**src/rtl/tt_sweep_pkg.sv**
```systemverilog
// -----------------------------------------------------------------------------
// tt_sweep_pkg
//   Shared types and constants for the truth-table sweep/capture stage.
//   DEF_N_IN : default number of inputs of the function under test
//   TT_W     : truth table width at the default input count (2**DEF_N_IN)
//   CNT_W    : ones-count width at the default input count (holds 0..TT_W)
//   HOLD_W   : width of the per-pattern settle/hold counter (SETTLE 0..15)
//   state_e  : sweep controller states
// -----------------------------------------------------------------------------
package tt_sweep_pkg;

    localparam int DEF_N_IN = 7;
    localparam int TT_W     = 2 ** DEF_N_IN;
    localparam int CNT_W    = DEF_N_IN + 1;
    localparam int HOLD_W   = 4;

    typedef enum logic [1:0] {
        IDLE,
        SWEEP,
        DONE
    } state_e;

endpackage

```
**src/rtl/tt_sweep_capture.sv**
```systemverilog
// -----------------------------------------------------------------------------
// tt_sweep_capture
//   Drives every input pattern 0..2**N_IN-1 onto x_out, samples the 1-bit
//   response f_in of the external combinational function, and assembles the
//   full truth table plus a ones count.
//
//   Parameters
//     N_IN    number of function inputs (truth table is 2**N_IN bits)
//     SETTLE  extra cycles each pattern is held before f_in is sampled (0..15)
//
//   Ports
//     clk        in   rising-edge clock
//     rst        in   synchronous active-high reset
//     start      in   request a sweep; honoured only in IDLE
//     f_in       in   function output for the current x_out
//     x_out      out  pattern presented to the function (bit 0 = x0)
//     busy       out  high while a sweep is in progress
//     done       out  one-cycle pulse when the table is complete
//     tt_valid   out  tt_out/ones_count hold a complete sweep
//     tt_out     out  truth table, bit k = f(k)
//     ones_count out  number of patterns with f == 1
// -----------------------------------------------------------------------------
module tt_sweep_capture
    import tt_sweep_pkg::*;
#(
    parameter int N_IN   = DEF_N_IN,
    parameter int SETTLE = 0
) (
    input  logic                 clk,
    input  logic                 rst,
    input  logic                 start,
    input  logic                 f_in,
    output logic [N_IN-1:0]      x_out,
    output logic                 busy,
    output logic                 done,
    output logic                 tt_valid,
    output logic [2**N_IN-1:0]   tt_out,
    output logic [N_IN:0]        ones_count
);

    localparam int TW = 2 ** N_IN;
    localparam int CW = N_IN + 1;

    localparam logic [N_IN-1:0]   X_LAST    = '1;
    localparam logic [HOLD_W-1:0] HOLD_LAST = HOLD_W'(SETTLE);

    state_e              state_q,  state_d;
    logic [N_IN-1:0]     x_q,      x_d;
    logic [HOLD_W-1:0]   hold_q,   hold_d;
    logic                busy_q,   busy_d;
    logic                done_q,   done_d;
    logic                valid_q,  valid_d;
    logic [TW-1:0]       tt_q,     tt_d;
    logic [CW-1:0]       ones_q,   ones_d;

    // Next-state logic. All outputs are registered, so every output change
    // lands on the same edge as the state transition that causes it.
    always_comb begin
        // NOTE: every variable gets a default first; without it a path that
        // skips an assignment would infer a latch.
        state_d = state_q;
        x_d     = x_q;
        hold_d  = hold_q;
        busy_d  = busy_q;
        done_d  = 1'b0;
        valid_d = valid_q;
        tt_d    = tt_q;
        ones_d  = ones_q;

        case (state_q)
            IDLE: begin
                if (start) begin
                    state_d = SWEEP;
                    busy_d  = 1'b1;
                    x_d     = '0;
                    hold_d  = '0;
                    valid_d = 1'b0;
                    tt_d    = '0;
                    ones_d  = '0;
                end
            end

            SWEEP: begin
                // f_in is sampled only on the edge that ends the last hold
                // cycle, giving the function SETTLE extra cycles to settle.
                if (hold_q == HOLD_LAST) begin
                    hold_d             = '0;
                    tt_d[x_q +: 1]     = f_in;
                    ones_d             = ones_q + CW'(f_in);
                    if (x_q == X_LAST) begin
                        state_d = DONE;
                        busy_d  = 1'b0;
                        done_d  = 1'b1;
                        valid_d = 1'b1;
                        x_d     = '0;
                    end else begin
                        x_d = x_q + N_IN'(1);
                    end
                end else begin
                    hold_d = hold_q + HOLD_W'(1);
                end
            end

            DONE: begin
                // start is deliberately not looked at here: one cycle back
                // to IDLE, after which a new request is accepted.
                state_d = IDLE;
            end

            default: state_d = IDLE;
        endcase
    end

    // NOTE: reset is synchronous and also clears the truth table register,
    // so an aborted sweep never leaves a partial table visible.
    always_ff @(posedge clk) begin
        // NOTE: state registers use non-blocking assignments so every flop
        // samples pre-edge values regardless of statement order.
        if (rst) begin
            state_q <= IDLE;
            x_q     <= '0;
            hold_q  <= '0;
            busy_q  <= 1'b0;
            done_q  <= 1'b0;
            valid_q <= 1'b0;
            tt_q    <= '0;
            ones_q  <= '0;
        end else begin
            state_q <= state_d;
            x_q     <= x_d;
            hold_q  <= hold_d;
            busy_q  <= busy_d;
            done_q  <= done_d;
            valid_q <= valid_d;
            tt_q    <= tt_d;
            ones_q  <= ones_d;
        end
    end

    assign x_out      = x_q;
    assign busy       = busy_q;
    assign done       = done_q;
    assign tt_valid   = valid_q;
    assign tt_out     = tt_q;
    assign ones_count = ones_q;

endmodule
```
**config.mk**
```make
export PLATFORM = sky130hd
export DESIGN_NAME = tt_sweep_capture
export DESIGN_NICKNAME = d
export VERILOG_FILES = /design/src/rtl/tt_sweep_pkg.sv /design/src/rtl/tt_sweep_capture.sv
export SDC_FILE = /design/constraint.sdc
export NUM_CORES = 1
export LEC_CHECK = 0
export ABC_AREA = 1
export ABC_CLOCK_PERIOD_IN_PS = 2830
export CORE_UTILIZATION = 30
export CTS_BUF_LIST = sky130_fd_sc_hd__clkbuf_16
export CTS_CLUSTER_SIZE = 12
export DETAILED_ROUTE_END_ITERATION = 7
export SETUP_SLACK_MARGIN = 0.02
export SLEW_MARGIN = 20
export SYNTH_ARGS = -nofsm -noshare
export SYNTH_HDL_FRONTEND = slang
export SYNTH_SLANG_ARGS = --single-unit
```
**constraint.sdc**
```tcl
create_clock -name clk -period 2.83 [get_ports clk]
set_clock_uncertainty 0.2 [all_clocks]
set_input_delay 0.283 -clock clk [delete_from_list [all_inputs] [get_ports clk]]
set_output_delay 0.283 -clock clk [all_outputs]
set_load 0.02 [all_outputs]
```
==> flow_summary.toml, run 1 <==
[run_status]
status = "finished, violations left"
failed_checks = "design-rule violations"

[sta]
finalSetupViolations = 0
slew_headroom_pct = 58.93
setup_tns_ns = 0
rsz0062_at_grt = "no"
period_share_pct = 87.34
finalCriticalPeriod_ns = 2.472
worst_pin_slew_ns = 0.6146
max_freq_mhz = 404.6
slew_viol_final = 0
finalHoldViolCount = 0

[route]
dr.pass1.iters = 7
wl_um = 29320
num_vias = 8670
vias_per_cell = 5.198
wl_per_cell_um = 17.58
dr.first_iter.drc_count = 810
drtAntennaViolNets = 0
drc = 11

[layout]
num-fill-cells = 2736
diodes = 0
multi_input_area_um2 = 4383
final_area_um2 = 10470
area_growth_pct = 28.79
drive_gt1_share_pct = 8.702
final_nets = 1336
regArea_um2 = 3043

[floorplanning]
start_util_pct = 30.92
ios = 150
core_um2 = 26280
die_h_um = 166.6
die-area_um2 = 27750
dieWidth_um = 166.6
fp-row-count = 59

[worst_setup_path]
crit_slowest_cell = "dfxtp_1"
path_depth = 14
cpLargestDelayFamily = "simple AND/OR/NAND/NOR gates"
worstSetupPathType = "register to register"
r2r_end = "tt_out[127]"
path_buf_inv = 3
cp.required_ns = 2.93
startpoint = "x_out[1]"
end_kind = "register"
crit_path_end = "tt_out[127]"
reg2reg_slack_ns = 0.36
slowest_delay_ns = 0.33
path_cells = "inv_1 -> ha_1 -> inv_1 -> nand2_1 -> nand2_2 -> nand2_1 -> inv_1 -> nand3_1 -> nor2_1 -> nand2_1 -> nand2_1 -> nand2_1 -> nand2_1 -> a21oi_1"
crit_path_max_fanout = 11
r2r_cells = 14
reg2reg_from = "x_out[1]"
cp-start-kind = "register"
crit_arrival_ns = 2.57
crit_top_cell = "nand2_1"

[clock_network]
htreeDepth = 4
clockBufferDepth = 2
ctsResizeCount = 0
cts_tree = "built"
post-cts-setup-buffers = 0
clock-sinks = 152
numCtsBuffers = 17
cts_hold_buf = 0
clk_latency_ns = 0.44
clkTransAtPathRegs_ns = 0.06
root_buffer = "clkbuf_16"

[synth]
netlist_instances = 1197
synth-async-reset-ratio_pct = 0
yosysMostFrequentCell = "nand2_1"
yosysTopAreaCell = "dfxtp_1"
ys_top_cells_by_count = "nand2_1 (298), dfxtp_1 (152), nor2_1 (128)"
synth-seq-cells = 152
seq_area_frac_synth_pct = 37.44
ys_warn_count = 0
ys.flop_type = "dfxtp_1"
syn_nets = 1210
avgSynthCellArea_um2 = 6.789
netlist_top_cells_area = "dfxtp_1 (37%), nand2_1 (14%), nand3_1 (7.4%)"
yosys.area.top_type_share_pct = 37.44
synth.cell_area_um2 = 8127
ys_types = 39
synth_edf_count = 0

[placed_design]
hpwl_um = 21040
dpl_cell_area_um2 = 9927
place.gp.congestion = 0.8905
io_buffers = 149

[global_routing]
first_global_vias = 8017
grt_pass1_wl_um = 45680
grt_use_total_pct = 21.09
grt_antenna_before_repair = 0
grt_max_degree = 73
overflow = 0

[pwr]
power_density_nw_per_um2 = 494.9
power_leakage_nw = 3.846
vdd_drop_max_uv = 249.4

[job]
cap_violations = 0

[hold_path]
hp-class = "input port to register"
hp-start = "rst"
state kept, by name (all words and copies together), names as in the netlist:
signal and flops:
tt_valid 1, x_out 7, ones_count 8, hold_q 4, done 1, busy 1
state_q 2, tt_out 128
per-layer routing:
metal / part of all wire (%) / track usage, % / up-vias
met2: 47 / 34.76 / 313
met5: 0 / 0 / -
met4: 2.1 / 7.367 / 0
met1: 44 / 27.64 / 4077
li1: - / - / 4239
met3: 6.7 / 3.683 / 41
worst reg2reg max path, cell delays in order (launching register included):
cell	delay (ns)
dfxtp_1	0.33
inv_1	0.07
ha_1	0.25
inv_1	0.08
nand2_1	0.07
nand2_2	0.24
nand2_1	0.25
inv_1	0.21
nand3_1	0.09
nor2_1	0.25
nand2_1	0.08
nand2_1	0.06
nand2_1	0.05
nand2_1	0.06
a21oi_1	0.05
cells in the final DEF (no fill, tap or decap), drive strengths merged, types with 29 or more instances in the layout:
| cell type | count |
|---|---|
| buf | 29 |
| o21ai | 44 |
| nor3 | 57 |
| nand2 | 314 |
| inv | 88 |
| a21oi | 76 |
| nor2 | 149 |
| dfxtp | 152 |
| nand3 | 122 |
| nand4 | 42 |
| clkdlybuf4s50 | 148 |
power by group:
part           total, W  switching, W  internal (W)
logic          0.000845      0.000651      0.000194
clock network   0.00218      0.000913       0.00126
registers       0.00216    0.00000714       0.00215
total           0.00518       0.00157       0.00361
how the worst min path moves through the flow:
stage                         end  depth (start not counted)
floorplan               hold_q[3]                          2
global placement       tt_out[88]                          2
detailed placement     tt_out[88]                          2
CTS                 ones_count[7]                          4
global route        ones_count[7]                          4
finish              ones_count[7]                          4
cell families (layout without fill, tap and decap cells):
group           after synthesis  count (layout)  synth area share [%]
flops                       152             152                 37.44
buf+inv                     158             294                 8.715
compound gates              160             160                 11.15
fa+ha+maj                     9               9                 1.386
xor+xnor                      3               3                0.3234
simple gates                715             715                 40.99
area by class of cell:
type | instances | share of cell area (%)
multi-input combinational | 887 | 41.88
sequential | 152 | 29.07
timing repair buffer | 177 | 16.69
clock buffer | 17 | 4.065
tap | 335 | 4.005
inverter | 88 | 3.204
clock inverter | 12 | 1.088
stage by stage:
step	hold slack [ns]	cells	utilization (%)	power (W)	setup WS (ns)
6_report	0.1610	1668	39.83	0.005180	0.3583
5_1_grt	0.2091	1668	39.83	0.005367	0.07601
3_3_place_gp	0.2542	1639	37.77	0.003040	0.4094
4_1_cts	0.1466	1668	39.83	0.005198	0.3741
3_5_place_dp	0.2541	1639	37.77	0.003040	0.3890
2_1_floorplan	0.2687	1197	-	0.002805	0.3920
Note: power is estimated with default switching activity, not from simulation.
==> run 2: changes to the inputs <==
HOLD_SLACK_MARGIN = 0.15   (was not set)
==> run 2 against run 1 <==
- highest routed layer unchanged
- cell count hardly changed
- clock power hardly changed
- final area hardly changed
- global-route usage hardly changed
- the flow still finishes with violations (design-rule violations)
- hold slack better by 0.097 ns
- setup slack worse by 0.0072 ns
==> flow_summary.toml, run 2 (synthesis results as in run 1) <==
[layout]
drive_gt1_share_pct = 8.696
regArea_um2 = 3043
multi_input_area_um2 = 4383
final_nets = 1337
num-fill-cells = 2734
final_area_um2 = 10480
area_growth_pct = 28.91
layout_commonest_cell = "nand2_1"
largest_register_ffs = 128
layout_common_cells = "nand2_1 (298), dfxtp_1 (152), clkdlybuf4s50_1 (148), nor2_1 (127), nand3_1 (120)"
diodes = 0

[route]
wl_um = 29290
dr.first_iter.drc_count = 704
vias_per_cell = 5.200
drtAntennaViolNets = 0
dr.pass1.iters = 8
num_vias = 8678
drc = 11
wl_per_cell_um = 17.55

[sta]
finalHoldViolCount = 0
finalSetupViolations = 0
slew_headroom_pct = 58.52
finalCriticalPeriod_ns = 2.479
slew_viol_final = 0
hold-worst-slack_ns = 0.2583
worst_pin_slew_ns = 0.6207
max_freq_mhz = 403.4
period_share_pct = 87.59
setup_tns_ns = 0
rsz0062_at_grt = "no"

[worst_setup_path]
path_buf_inv = 3
crit_top_cell = "nand2_1"
cp.required_ns = 2.93
cpLargestDelayFamily = "simple AND/OR/NAND/NOR gates"
slowest_delay_ns = 0.33
crit_arrival_ns = 2.58
crit_path_max_fanout = 11
cp-start-kind = "register"
end_kind = "register"
worstSetupPathType = "register to register"
crit_slowest_cell = "dfxtp_1"
path_cells = "inv_1 -> ha_1 -> inv_1 -> nand2_1 -> nand2_2 -> nand2_1 -> inv_1 -> nand3_1 -> nor2_1 -> nand2_1 -> nand2_1 -> nand2_1 -> nand2_1 -> a21oi_1"

[global_routing]
overflow = 0
grt_max_degree = 73
first_global_vias = 8023
grt_use_total_pct = 21.07
grt_antenna_before_repair = 0
grt_pass1_wl_um = 45660

[run_status]
failed_checks = "design-rule violations"
status = "finished, violations left"

[job]
cap_violations = 0

[clock_network]
numCtsBuffers = 17
post-cts-setup-buffers = 0
cts_tree = "built"
cts_hold_buf = 1
clkTransAtPathRegs_ns = 0.06
ctsResizeCount = 0
clk_latency_ns = 0.44
root_buffer = "clkbuf_16"
clock-sinks = 152
htreeDepth = 4
clockBufferDepth = 2

[placed_design]
io_buffers = 149
place.gp.congestion = 0.8905
hpwl_um = 21040
dpl_cell_area_um2 = 9927

[floorplanning]
die-area_um2 = 27750
core_um2 = 26280
die_h_um = 166.6
start_util_pct = 30.92
ios = 150
dieWidth_um = 166.6
fp-row-count = 59

[pwr]
power_density_nw_per_um2 = 494.2
vdd_drop_max_uv = 249.0
power_leakage_nw = 3.851

[hold_path]
hp-class = "register to register"
[run 2: cell count changes in the layout (fill, tap and decap cells not counted), sizes merged]
cell	before	now
dlygate4sd3	0	1
[run 2: worst reg2reg max path, cell delays in order, from the launching register on]
cell	delay [ns]
dfxtp_1	0.33
inv_1	0.07
ha_1	0.25
inv_1	0.08
nand2_1	0.07
nand2_2	0.24
nand2_1	0.25
inv_1	0.21
nand3_1	0.10
nor2_1	0.25
nand2_1	0.08
nand2_1	0.06
nand2_1	0.05
nand2_1	0.06
a21oi_1	0.05
[run 2: worst paths after layout]
kind         depth (start not counted)           to  slack, ns        from
min                                  2   tt_out[84]       0.26  tt_out[84]
max reg2reg                         14  tt_out[127]       0.35    x_out[1]
max                                 14  tt_out[127]       0.35    x_out[1]
min reg2reg                          2   tt_out[84]       0.26  tt_out[84]
[run 2: per-layer routing]
layer  share of wire [%]  track usage (%)  up-vias
li1                    -                -     4239
met1                  44            27.58     4053
met2                  47            34.78      348
met3                 7.1            3.683       38
met4                 2.0            7.367        0
met5                   0                0        -
[run 2: cell type report]
type | count | share of cell area, %
Clock buffer | 17 | 4.061
Clock inverter | 12 | 1.087
Inverter | 88 | 3.201
Multi-Input combinational cell | 887 | 41.84
Sequential cell | 152 | 29.05
Tap cell | 335 | 4.001
Timing Repair Buffer | 178 | 16.77
[run 2: power by group]
part           switching (W)  total (W)  internal (W)
logic               0.000649   0.000844      0.000195
registers         0.00000720    0.00216       0.00215
clock network       0.000912    0.00218       0.00126
total                0.00157    0.00518       0.00361
[run 2: stage by stage]
step | cells | setup WS, ns | power, W | util, %
after floorplan | 1197 | 0.3920 | 0.002805 | -
after global placement | 1639 | 0.4094 | 0.003040 | 37.77
after detailed placement | 1639 | 0.3890 | 0.003040 | 37.77
after CTS | 1669 | 0.3741 | 0.005199 | 39.86
after global routing | 1669 | 0.07601 | 0.005368 | 39.86
final | 1669 | 0.3511 | 0.005177 | 39.86
==> run 3: changes to the inputs <==
ABC_CLOCK_PERIOD_IN_PS = 2400   (was 2830)
CORE_MARGIN = 2   (was not set)
GPL_TIMING_DRIVEN = 1   (was not set)
clock period = 2.4 ns   (was 2.83 ns; I/O delays follow)
==> run 3 against run 2 <==
- the run now ends clean
- utilization increased by 1.3 points
- flip-flop and latch count did not move
- clock-buffer cell count unchanged
- die area up 2.4%
- final area is 5.4% higher
- clock power up 33%
- routed wire length grew 2.2%
- setup slack got worse by 0.18 ns
- first-iteration DRC count is 7.4% higher
- combinational power rose by 32%
- critical path depth is 4 lower
- sequential share of layout area shrank 1.5 points
==> flow_summary.toml, run 3 (synthesis results as in run 1) <==
[sta]
finalSetupViolations = 0
slew_viol_final = 0
finalCriticalPeriod_ns = 2.226
slew_headroom_pct = 63.94
setup_tns_ns = 0
rsz0062_at_grt = "no"
finalHoldViolCount = 0
worst_pin_slew_ns = 0.5409
max_freq_mhz = 449.3
period_share_pct = 92.74

[placed_design]
place_inst = 1683
hpwl_um = 21750
io_buffers = 149
place.gp.congestion = 0.9014

[floorplanning]
start_util_pct = 30.32
dieWidth_um = 168.6
fp-row-count = 60
ios = 150
core_um2 = 26800
die_h_um = 168.6
die-area_um2 = 28420

[global_routing]
grt_use_total_pct = 20.89
first_global_vias = 8250
grt_max_degree = 61
grt_pass1_wl_um = 46460
overflow = 0
grt_antenna_before_repair = 1

[worst_setup_path]
slowest_delay_ns = 0.40
path_cells = "nor2_2 -> nand2_1 -> nand2_2 -> nand2_8 -> buf_12 -> inv_2 -> nand3_1 -> nor2_1 -> nand3b_1 -> a21oi_1"
cp-start-kind = "register"
crit_slowest_cell = "dfxtp_1"
crit_arrival_ns = 2.39
cp.required_ns = 2.56
end_kind = "register"
crit_path_max_fanout = 11
worstSetupPathType = "register to register"
cpLargestDelayFamily = "simple AND/OR/NAND/NOR gates"
path_buf_inv = 2

[route]
drc = 0
wl_per_cell_um = 17.40
dr.pass1.iters = 5
wl_um = 29930
num_vias = 8852
drtAntennaViolNets = 0
dr.first_iter.drc_count = 756
vias_per_cell = 5.147

[layout]
stdcell_count = 1720
largest_register_ffs = 128
diodes = 0
layout_common_cells = "nand2_1 (293), dfxtp_1 (151), clkdlybuf4s50_1 (148), nor2_1 (123), nand3_1 (118)"
layout_commonest_cell = "nand2_1"
fin_util_pct = 41.19
area_growth_pct = 35.84
drive_gt1_share_pct = 12.98
num-fill-cells = 2737
final_nets = 1382

[clock_network]
root_buffer = "clkbuf_16"
clockBufferDepth = 2
numCtsBuffers = 17
clock-sinks = 152
htreeDepth = 4
clk_latency_ns = 0.43
clkTransAtPathRegs_ns = 0.06
cts_tree = "built"

[pwr]
vdd_drop_max_uv = 399.1
power_leakage_nw = 4.156
power_density_nw_per_um2 = 593.5

[hold_path]
hp-class = "register to register"

[run_status]
status = "finished, final reports clean"

[job]
cap_violations = 0
==> run 3: power by group <==
part	leakage [nW]	total, W	internal (W)	switching (W)
sequential	1.23	0.00254	0.00254	0.00000902
clock	0.305	0.00290	0.00181	0.00109
combinational	2.63	0.00111	0.000306	0.000802
==> run 3: worst paths after layout <==
check | startpoint | endpoint | slack (ns) | cells past startpoint
worst max-delay path | x_out[2] | tt_out[114] | 0.17 | 10
worst min-delay path | tt_out[117] | tt_out[117] | 0.26 | 2
worst min register to register | tt_out[117] | tt_out[117] | 0.26 | 2
worst max register to register | x_out[2] | tt_out[114] | 0.17 | 10
==> run 3: final cells by class <==
type	count	area, µm²	share of cell area [%]
Multi-Input combinational cell	887	4468	40.47
Sequential cell	152	3044	27.58
Timing Repair Buffer	223	2156	19.53
Tap cell	341	426.7	3.865
Clock buffer	17	425.4	3.854
Inverter	88	335.3	3.038
Clock inverter	12	183.9	1.666
==> run 3: repair_timing <==
action / 4_1_cts / 5_1_grt
resized for setup: 2 / 22
endpoints found under the setup margin: 4 / 105
pin swaps: 1 / 3
buffers inserted: 3 / 4
hold buffers: 1 / 0
hold endpoints to repair: 5 / 0
==> run 3: tightest hold or removal path, stage by stage (launching register included) <==
cell and delay, ns:
dfxtp_1 0.31, nand2_1 0.06, a21oi_1 0.05
==> run 3: stage by stage <==
stage | worst slack [ns] | hold WS, ns | cell area (µm²) | total power, W
floorplan | 0.09089 | 0.2687 | 8128 | 0.003308
global placement | -0.03306 | 0.2506 | 10260 | 0.003646
detailed placement | -0.02333 | 0.2549 | 10260 | 0.003649
CTS | 0.02085 | 0.2647 | 10920 | 0.006551
global route | 0.03368 | 0.2754 | 11040 | 0.006778
finish | 0.1742 | 0.2594 | 11040 | 0.006551
==> run 3: layer usage <==
metal,up-vias,routed length [µm],global-route usage (%)
met4,0,830,6.897
met1,4146,12840,26.83
met3,51,2104,4.933
met5,-,0,0
li1,4335,-,-
met2,320,14150,34.57
